[config.mk]
export PLATFORM = sky130hd
export DESIGN_NAME = shift_sequencer
export DESIGN_NICKNAME = d
export VERILOG_FILES = /design/src/rtl/shift_seq_pkg.sv /design/src/rtl/shift_step.sv /design/src/rtl/shift_sequencer.sv
export SDC_FILE = /design/constraint.sdc
export NUM_CORES = 1
export LEC_CHECK = 0
export BUFFER_PORTS_ARGS = -buffer_cell sky130_fd_sc_hd__buf_2
export CORE_MARGIN = 2
export CORE_UTILIZATION = 40
export DETAILED_ROUTE_END_ITERATION = 8
export GPL_ROUTABILITY_DRIVEN = 0
export GPL_TIMING_DRIVEN = 0
export PLACE_DENSITY = 0.67
export SLEW_MARGIN = 20
export SYNTH_ARGS = -nofsm -noshare
export SYNTH_HDL_FRONTEND = slang
export SYNTH_SLANG_ARGS = --single-unit
[constraint.sdc]
create_clock -name clk -period 3.6 [get_ports clk]
set_input_delay 0.18 -clock clk [delete_from_list [all_inputs] [get_ports clk]]
set_output_delay 0.18 -clock clk [all_outputs]
set_load 0.05 [all_outputs]
[src/rtl/shift_seq_pkg.sv]
// Shared definitions for the shift sequencer: op encodings, FSM states and
// default datapath sizes.
package shift_seq_pkg;

  localparam int WIDTH_DEF = 4;
  localparam int CNT_W_DEF = 3;

  localparam logic [1:0] OP_PASS = 2'b00;
  localparam logic [1:0] OP_SHL  = 2'b01;
  localparam logic [1:0] OP_SHR  = 2'b10;
  localparam logic [1:0] OP_ROR  = 2'b11;

  typedef enum logic [1:0] {
    IDLE = 2'd0,
    BUSY = 2'd1,
    DONE = 2'd2
  } state_e;

endpackage

[src/rtl/shift_step.sv]
// Single-step shift/rotate unit: applies exactly one step of the selected op.
module shift_step
  import shift_seq_pkg::*;
#(
  parameter int WIDTH = WIDTH_DEF
) (
  input  logic [WIDTH-1:0] data_in,
  input  logic [1:0]       op,
  output logic [WIDTH-1:0] data_out
);

  // Left/right shifts fill with zero; rotate right wraps bit 0 into the MSB.
  always_comb begin
    data_out = data_in;
    case (op)
      OP_SHL:  data_out = {data_in[WIDTH-2:0], 1'b0};
      OP_SHR:  data_out = {1'b0, data_in[WIDTH-1:1]};
      OP_ROR:  data_out = {data_in[0], data_in[WIDTH-1:1]};
      default: data_out = data_in;
    endcase
  end

endmodule

[src/rtl/shift_sequencer.sv]
// Two-channel round-robin front end for a single-step shift datapath.
// A granted request is stepped once per cycle for its count, then the result
// is held on a valid/ready output port with its channel tag.
// Optional per-channel completion counters: define SHIFT_SEQ_PERF_EN.
module shift_sequencer
  import shift_seq_pkg::*;
#(
  parameter int WIDTH = WIDTH_DEF,
  parameter int CNT_W = CNT_W_DEF
) (
  input  logic             clk,
  input  logic             rst_n,
  input  logic             ch0_valid,
  output logic             ch0_ready,
  input  logic [WIDTH-1:0] ch0_data,
  input  logic [1:0]       ch0_op,
  input  logic [CNT_W-1:0] ch0_count,
  input  logic             ch1_valid,
  output logic             ch1_ready,
  input  logic [WIDTH-1:0] ch1_data,
  input  logic [1:0]       ch1_op,
  input  logic [CNT_W-1:0] ch1_count,
  output logic             out_valid,
  input  logic             out_ready,
  output logic [WIDTH-1:0] out_data,
  output logic             out_ch,
  output logic             busy
`ifdef SHIFT_SEQ_PERF_EN
  ,
  output logic [15:0]      perf_ch0_done,
  output logic [15:0]      perf_ch1_done
`endif
);

  state_e           state_q, state_d;
  logic [WIDTH-1:0] work_q, work_d;
  logic [CNT_W-1:0] rem_q, rem_d;
  logic [1:0]       op_q, op_d;
  logic             ch_q, ch_d;
  logic             rr_q, rr_d;
  logic             grant0, grant1;
  logic [WIDTH-1:0] step_out;

`ifdef SHIFT_SEQ_PERF_EN
  logic [15:0] perf0_q, perf0_d;
  logic [15:0] perf1_q, perf1_d;
`endif

  shift_step #(.WIDTH(WIDTH)) u_step (
    .data_in  (work_q),
    .op       (op_q),
    .data_out (step_out)
  );

  // Arbitration, request capture, stepping and output handshake.
  // rr_q names the channel that wins when both request at once.
  always_comb begin
    state_d = state_q;
    work_d  = work_q;
    rem_d   = rem_q;
    op_d    = op_q;
    ch_d    = ch_q;
    rr_d    = rr_q;
    grant0  = 1'b0;
    grant1  = 1'b0;
`ifdef SHIFT_SEQ_PERF_EN
    perf0_d = perf0_q;
    perf1_d = perf1_q;
`endif
    case (state_q)
      IDLE: begin
        if (ch0_valid && (!ch1_valid || !rr_q)) begin
          grant0 = 1'b1;
        end else if (ch1_valid) begin
          grant1 = 1'b1;
        end
        if (grant0) begin
          work_d  = ch0_data;
          op_d    = ch0_op;
          rem_d   = ch0_count;
          ch_d    = 1'b0;
          rr_d    = 1'b1;
          state_d = BUSY;
        end else if (grant1) begin
          work_d  = ch1_data;
          op_d    = ch1_op;
          rem_d   = ch1_count;
          ch_d    = 1'b1;
          rr_d    = 1'b0;
          state_d = BUSY;
        end
      end
      BUSY: begin
        if (rem_q == '0) begin
          state_d = DONE;
        end else begin
          work_d = step_out;
          rem_d  = rem_q - CNT_W'(1);
        end
      end
      DONE: begin
        if (out_ready) begin
          state_d = IDLE;
`ifdef SHIFT_SEQ_PERF_EN
          if (ch_q) perf1_d = perf1_q + 16'd1;
          else      perf0_d = perf0_q + 16'd1;
`endif
        end
      end
      default: state_d = IDLE;
    endcase
  end

  // State and datapath registers; reset drops any in-flight transaction.
  always_ff @(posedge clk or negedge rst_n) begin
    if (!rst_n) begin
      state_q <= IDLE;
      work_q  <= '0;
      rem_q   <= '0;
      op_q    <= '0;
      ch_q    <= 1'b0;
      rr_q    <= 1'b0;
`ifdef SHIFT_SEQ_PERF_EN
      perf0_q <= '0;
      perf1_q <= '0;
`endif
    end else begin
      state_q <= state_d;
      work_q  <= work_d;
      rem_q   <= rem_d;
      op_q    <= op_d;
      ch_q    <= ch_d;
      rr_q    <= rr_d;
`ifdef SHIFT_SEQ_PERF_EN
      perf0_q <= perf0_d;
      perf1_q <= perf1_d;
`endif
    end
  end

  // Ready is gated by reset so no request appears accepted while held in reset.
  assign ch0_ready = grant0 & rst_n;
  assign ch1_ready = grant1 & rst_n;
  assign busy      = (state_q != IDLE);
  assign out_valid = (state_q == DONE);
  assign out_data  = (state_q == DONE) ? work_q : '0;
  assign out_ch    = (state_q == DONE) & ch_q;

`ifdef SHIFT_SEQ_PERF_EN
  assign perf_ch0_done = perf0_q;
  assign perf_ch1_done = perf1_q;
`endif

endmodule
After elaboration in Yosys (flattened, before gate mapping)
Index checks and enable logic that the tools add are counted.
{ "classes": {"n_addsub": 1, "eq_ne": 10, "mux": 28, "bitwise_logic": 3, "reduce_logical": 13} }
{ "ops": {"columns": ["op", "n"], "rows": [
  ["$mux 4", 4],
  ["$mux 2", 6],
  ["$pmux 4 s3", 1],
  ["$mux 1", 11],
  ["$mux 3", 3],
  ["$pmux 4 s2", 1],
  ["$eq 2x2->1 const B", 3],
  ["$pmux 2 s3", 1],
  ["$pmux 3 s2", 1],
  ["$reduce_and 3->1", 2],
  ["$reduce_bool 2->1", 3],
  ["$eq 2x1->1 const B", 2],
  ["$ne 2x2->1 const B", 2],
  ["$ne 4x1->1 const B", 1],
  ["$reduce_and 4->1", 1],
  ["$and 1x1->1", 3],
  ["$logic_not 3->1", 1],
  ["$ne 3x3->1 const B", 1],
  ["$sub 3x1->3 const B", 1],
  ["$logic_not 1->1", 2],
  ["$logic_not 2->1", 1],
  ["$ne 2x1->1 const B", 1],
  ["$reduce_and 2->1", 1],
  ["$logic_and 1x1->1", 1],
  ["$logic_or 1x1->1", 1]
]} }
{ "word_totals": {"register_bits": 13, "input_bits": 23, "out_inout_bits": 9, "word_cells": 61} }

Logic depth before layout (Yosys ltp)
{ "depth": {"depth_word": 8, "ltp_mapped": 7, "depth_no_buf": 6} }

Modules after synthesis
A second synthesis with hierarchy kept.
{ "hier_totals": {"cells_unflattened": 97, "hier_area_um2": 924.6} }
{ "modules_own_cells": {"columns": ["module", "instances", "cells_per_inst", "area_per_inst_um2", "seq_area_each_um2"], "rows": [
  ["shift_sequencer", 1, 87, 849.6, 325.3],
  ["shift_step", 1, 10, 75.1, 0.0]
]} }

Worst setup path after synthesis
No wires, ideal clock.
{ "synth_timing": {"path_kind": "reg-to-reg", "from": "reg rem_q[0]", "to": "reg rem_q[0]", "setup_time_ns": 0.064, "t_arrival_ns": 1.564, "required_time_ns": 3.536, "path_slack_ns": 1.972, "path_stages_with_launch": 8, "n_path_buf": 1, "period_less_slack_ns": 1.628, "path_cell_list": "dfrtp_1 > inv_1 > ha_1 > and3b_4 > or3_1 > buf_6 > nor4_2 > a211o_1"} }
{ "synth_between": {"elab_chain_len": 3, "elab_cells_between_ends": 6, "classes_between": "add/sub (1); eq/ne (1); mux (2); reduce/logical (2)"} }
{ "synth_lines": {"columns": ["item", "line_no", "rtl"], "rows": [
  ["start, declared", "shift_sequencer.sv:37", "logic [CNT_W-1:0] rem_q, rem_d;"],
  ["start signal, assigned", "shift_sequencer.sv:130", "rem_q <= rem_d;"],
  ["$sub 3x1->3 / $logic_not 3->1 (equally long branches)", "shift_sequencer.sv:98, shift_sequencer.sv:94", null],
  ["$mux 3 / $ne 2x2->1 (equally long branches)", null, null],
  ["$pmux 3 s2 / $reduce_and 3->1 (equally long branches)", null, null]
]} }
Parallel ways exist; a longest one is shown, timed or not. The select of a mux whose other input is x is not followed.
A chain may end at the register's enable or synchronous reset.

Worst setup path in the final report
{ "layout_timing": {"from": "reg state_q[1]", "to": "out ch1_ready"} }
{ "layout_between": {"elab_chain_len": 3} }
{ "layout_lines": {"columns": ["item", "line_no", "rtl"], "rows": [
  ["start, declared", "shift_sequencer.sv:35", "state_e state_q, state_d;"],
  ["start signal, assigned", "shift_sequencer.sv:128", "state_q <= state_d;"],
  ["$logic_not 2->1", "shift_sequencer.sv:70", "case (state_q)"],
  ["$mux 1", "shift_sequencer.sv:70", null],
  ["$and 1x1->1", "shift_sequencer.sv:143", "assign ch1_ready = grant1 & rst_n;"],
  ["end, declared", "shift_sequencer.sv:19", "output logic ch1_ready,"]
]} }
Every way passes these cells.

==> out/qor.csv <==
metric;value;unit
status;finished clean;
end_kind;output port;
finalWirelength;1.93;mm
syn_nets;122;
synth_top_area_share;37.7;%
syn_avg_cell_area;8.90;um^2
die_x;50.5;um
io_buffers;31;
async_flop_share;100;%
root_buffer;clkbuf_4;
max_freq;518;MHz
slowest_delay;0.47;ns
ir_drop;466;uV
power.density;835;nW/um^2
synth_cell_types;36;
yosys_warnings;0;
antenna_left;0;
vias;817;
synth.largest_area_cell;dfrtp_1;
mostFrequentLayoutCells;buf_2 (32), dfrtp_1 (13), nor2_1 (11), nand2_1 (9), a21oi_1 (8);
holdPathStages;3;
slew_headroom;67.6;%
ys_top_cells_by_area;dfrtp_1 (38%), nor2_1 (4.8%), a21oi_1 (4.6%);
io_pins;32;
drtIter0Drc;12;
post_cts_buffers;0;
core-area;2000;um^2
min_period;1.93;ns
antenna_found_initial;0;
grt-ovfl-total;0;
grt_util_all_layers;16.6;%
vias_per_cell;5.11;
clk_latency;0.27;ns
rows;16;
cts_max_path_buffers;2;
numCtsBuffers;3;
timing.final.crit_share;53.7;%
initial_core_util;43.1;%
placed_area;1050;um^2
worst-setup-path-type;flop to output port;
r2r_cells;7;
slowest_stage;dfrtp_1;
cp_data_arrival_time;1.75;ns
final_common_cell;buf_2;
synth_edf_count;0;
first_pass_iters;4;
syn_inst;97;
grt_pass1_vias;784;
design_area;1090;um^2
hold_class;input pin to flop;
yosysSeqAreaShare;37.7;%
critPathLaunchType;flop;
worstPathMaxFanout;8;
hpwlAfterDp;1.47;mm
die_h;50.5;um
grt_max_degree;16;
rsz0062_at_grt;no;
final_util;54.4;%
maxCapViolations;0;
skew;0.00200;ns
syn_area;863;um^2
leakage;0.554;nW
finalSetupViolCount;0;
nets;159;
tns;0;ns
cts.sinks;13;
worstPathRequired;3.42;ns
hold_viol;0;
drive_gt1_share;34.6;%
grt_first_pass_wirelength;3.31;mm
slew_viol_final;0;
die_area;2550;um^2
clkTransAtPathRegs;0.08;ns
post_drt_wl_per_cell;12.1;um
cts_max_level;1;
drcViolationCount;0;
area_growth;26.1;%
worst_slew_pin_slew;0.485;ns
synthFlopType;dfrtp_1;
antenna-diode-count;0;
fin_hold_ws;0.119;ns
synth-seq-cells;13;
crit_chain;nor2_1 -> and3_1 -> and2_1 -> buf_2;
cts_tree;yes;
==> metrics by stage <==
stage / std cells / power (W) / setup WS, ns
final: 160 / 0.000909 / 1.67
after global routing: 160 / 0.00101 / 1.49
after CTS: 160 / 0.000917 / 1.66
after detailed placement: 155 / 0.000823 / 1.89
after global placement: 155 / 0.000805 / 1.90
after floorplan: 97 / 0.000707 / 1.97
==> kinds of logic (layout without fill, tap and decap cells) <==
kind of cell               Yosys count  count (layout)  share of synthesized area [%]
AOI/OAI and AO/OA                   26              26                           20.1
and+or+nand+nor                     42              42                           28.3
buffers and inverters                9              45                           4.93
adders and majority gates            2               2                           2.90
muxes                                5               5                           6.09
DFF                                 13              13                           37.7
==> cells in the mapped netlist (2+ instances only) <==
library cell,instances
mux2i_1,3
clkbuf_1,2
ha_1,2
and3_1,2
a21oi_1,8
nand2_1,9
a31oi_1,5
nor2_1,11
o21ai_0,3
nand3_1,3
a32oi_1,2
dfrtp_1,13
and2_1,6
inv_1,5
mux2_2,2
==> sequential cells by signal (all words and copies together), names as in the netlist <==
name and cells:
work_q 4, rem_q 3, op_q 2, state_q 2
ch_q 1, rr_q 1
==> critical path, delay by kind of cell (launching register included) <==
kind | cells | cell delay, ns
flops | 1 | 0.47
simple gates | 3 | 0.77
buf+inv | 1 | 0.25
==> cell type report <==
class,count,area [um^2]
Fill cell,193,913
Multi-Input combinational cell,75,495
Sequential cell,13,325
Timing Repair Buffer,32,165
Tap cell,27,33.8
Clock buffer,4,26.3
Buffer,4,23.8
Inverter,5,18.8
==> power by group <==
| group | total (W) | leakage [nW] | switching [W] | internal (W) |
|---|---|---|---|---|
| combinational | 0.000533 | 0.385 | 0.000292 | 0.000242 |
| sequential | 0.000285 | 0.154 | 0.0000628 | 0.000222 |
| clock | 0.0000908 | 0.0150 | 0.0000479 | 0.0000429 |
| total | 0.000909 | 0.554 | 0.000402 | 0.000507 |
==> layer usage <==
metal,wire (um),track usage (%),share of wire [%],vias to the layer above
li1,-,-,-,414
met1,924,23.2,48,382
met2,899,27.0,47,19
met3,93,2.68,4.8,2
met4,10,4.05,0.52,0
met5,0,0,0,-
==> path summary, 6_finish.rpt <==
check | startpoint | endpoint | slack, ns
max | state_q[1] | ch1_ready | 1.67
min | ch1_op[1] | op_q[1] | 0.12
min in group asynchronous | rst_n | work_q[3] | 0.33
max reg2reg | rem_q[0] | rem_q[0] | 1.85
max in group asynchronous | rst_n | state_q[1] | 3.03
min reg2reg | ch_q | ch_q | 0.47
==> timing repair <==
action / CTS / global route
endpoints found under the hold margin: 13 / 0
gates resized for setup: 0 / 0
hold buffers: 1 / 0
Note: power is estimated with default switching activity, not from simulation.
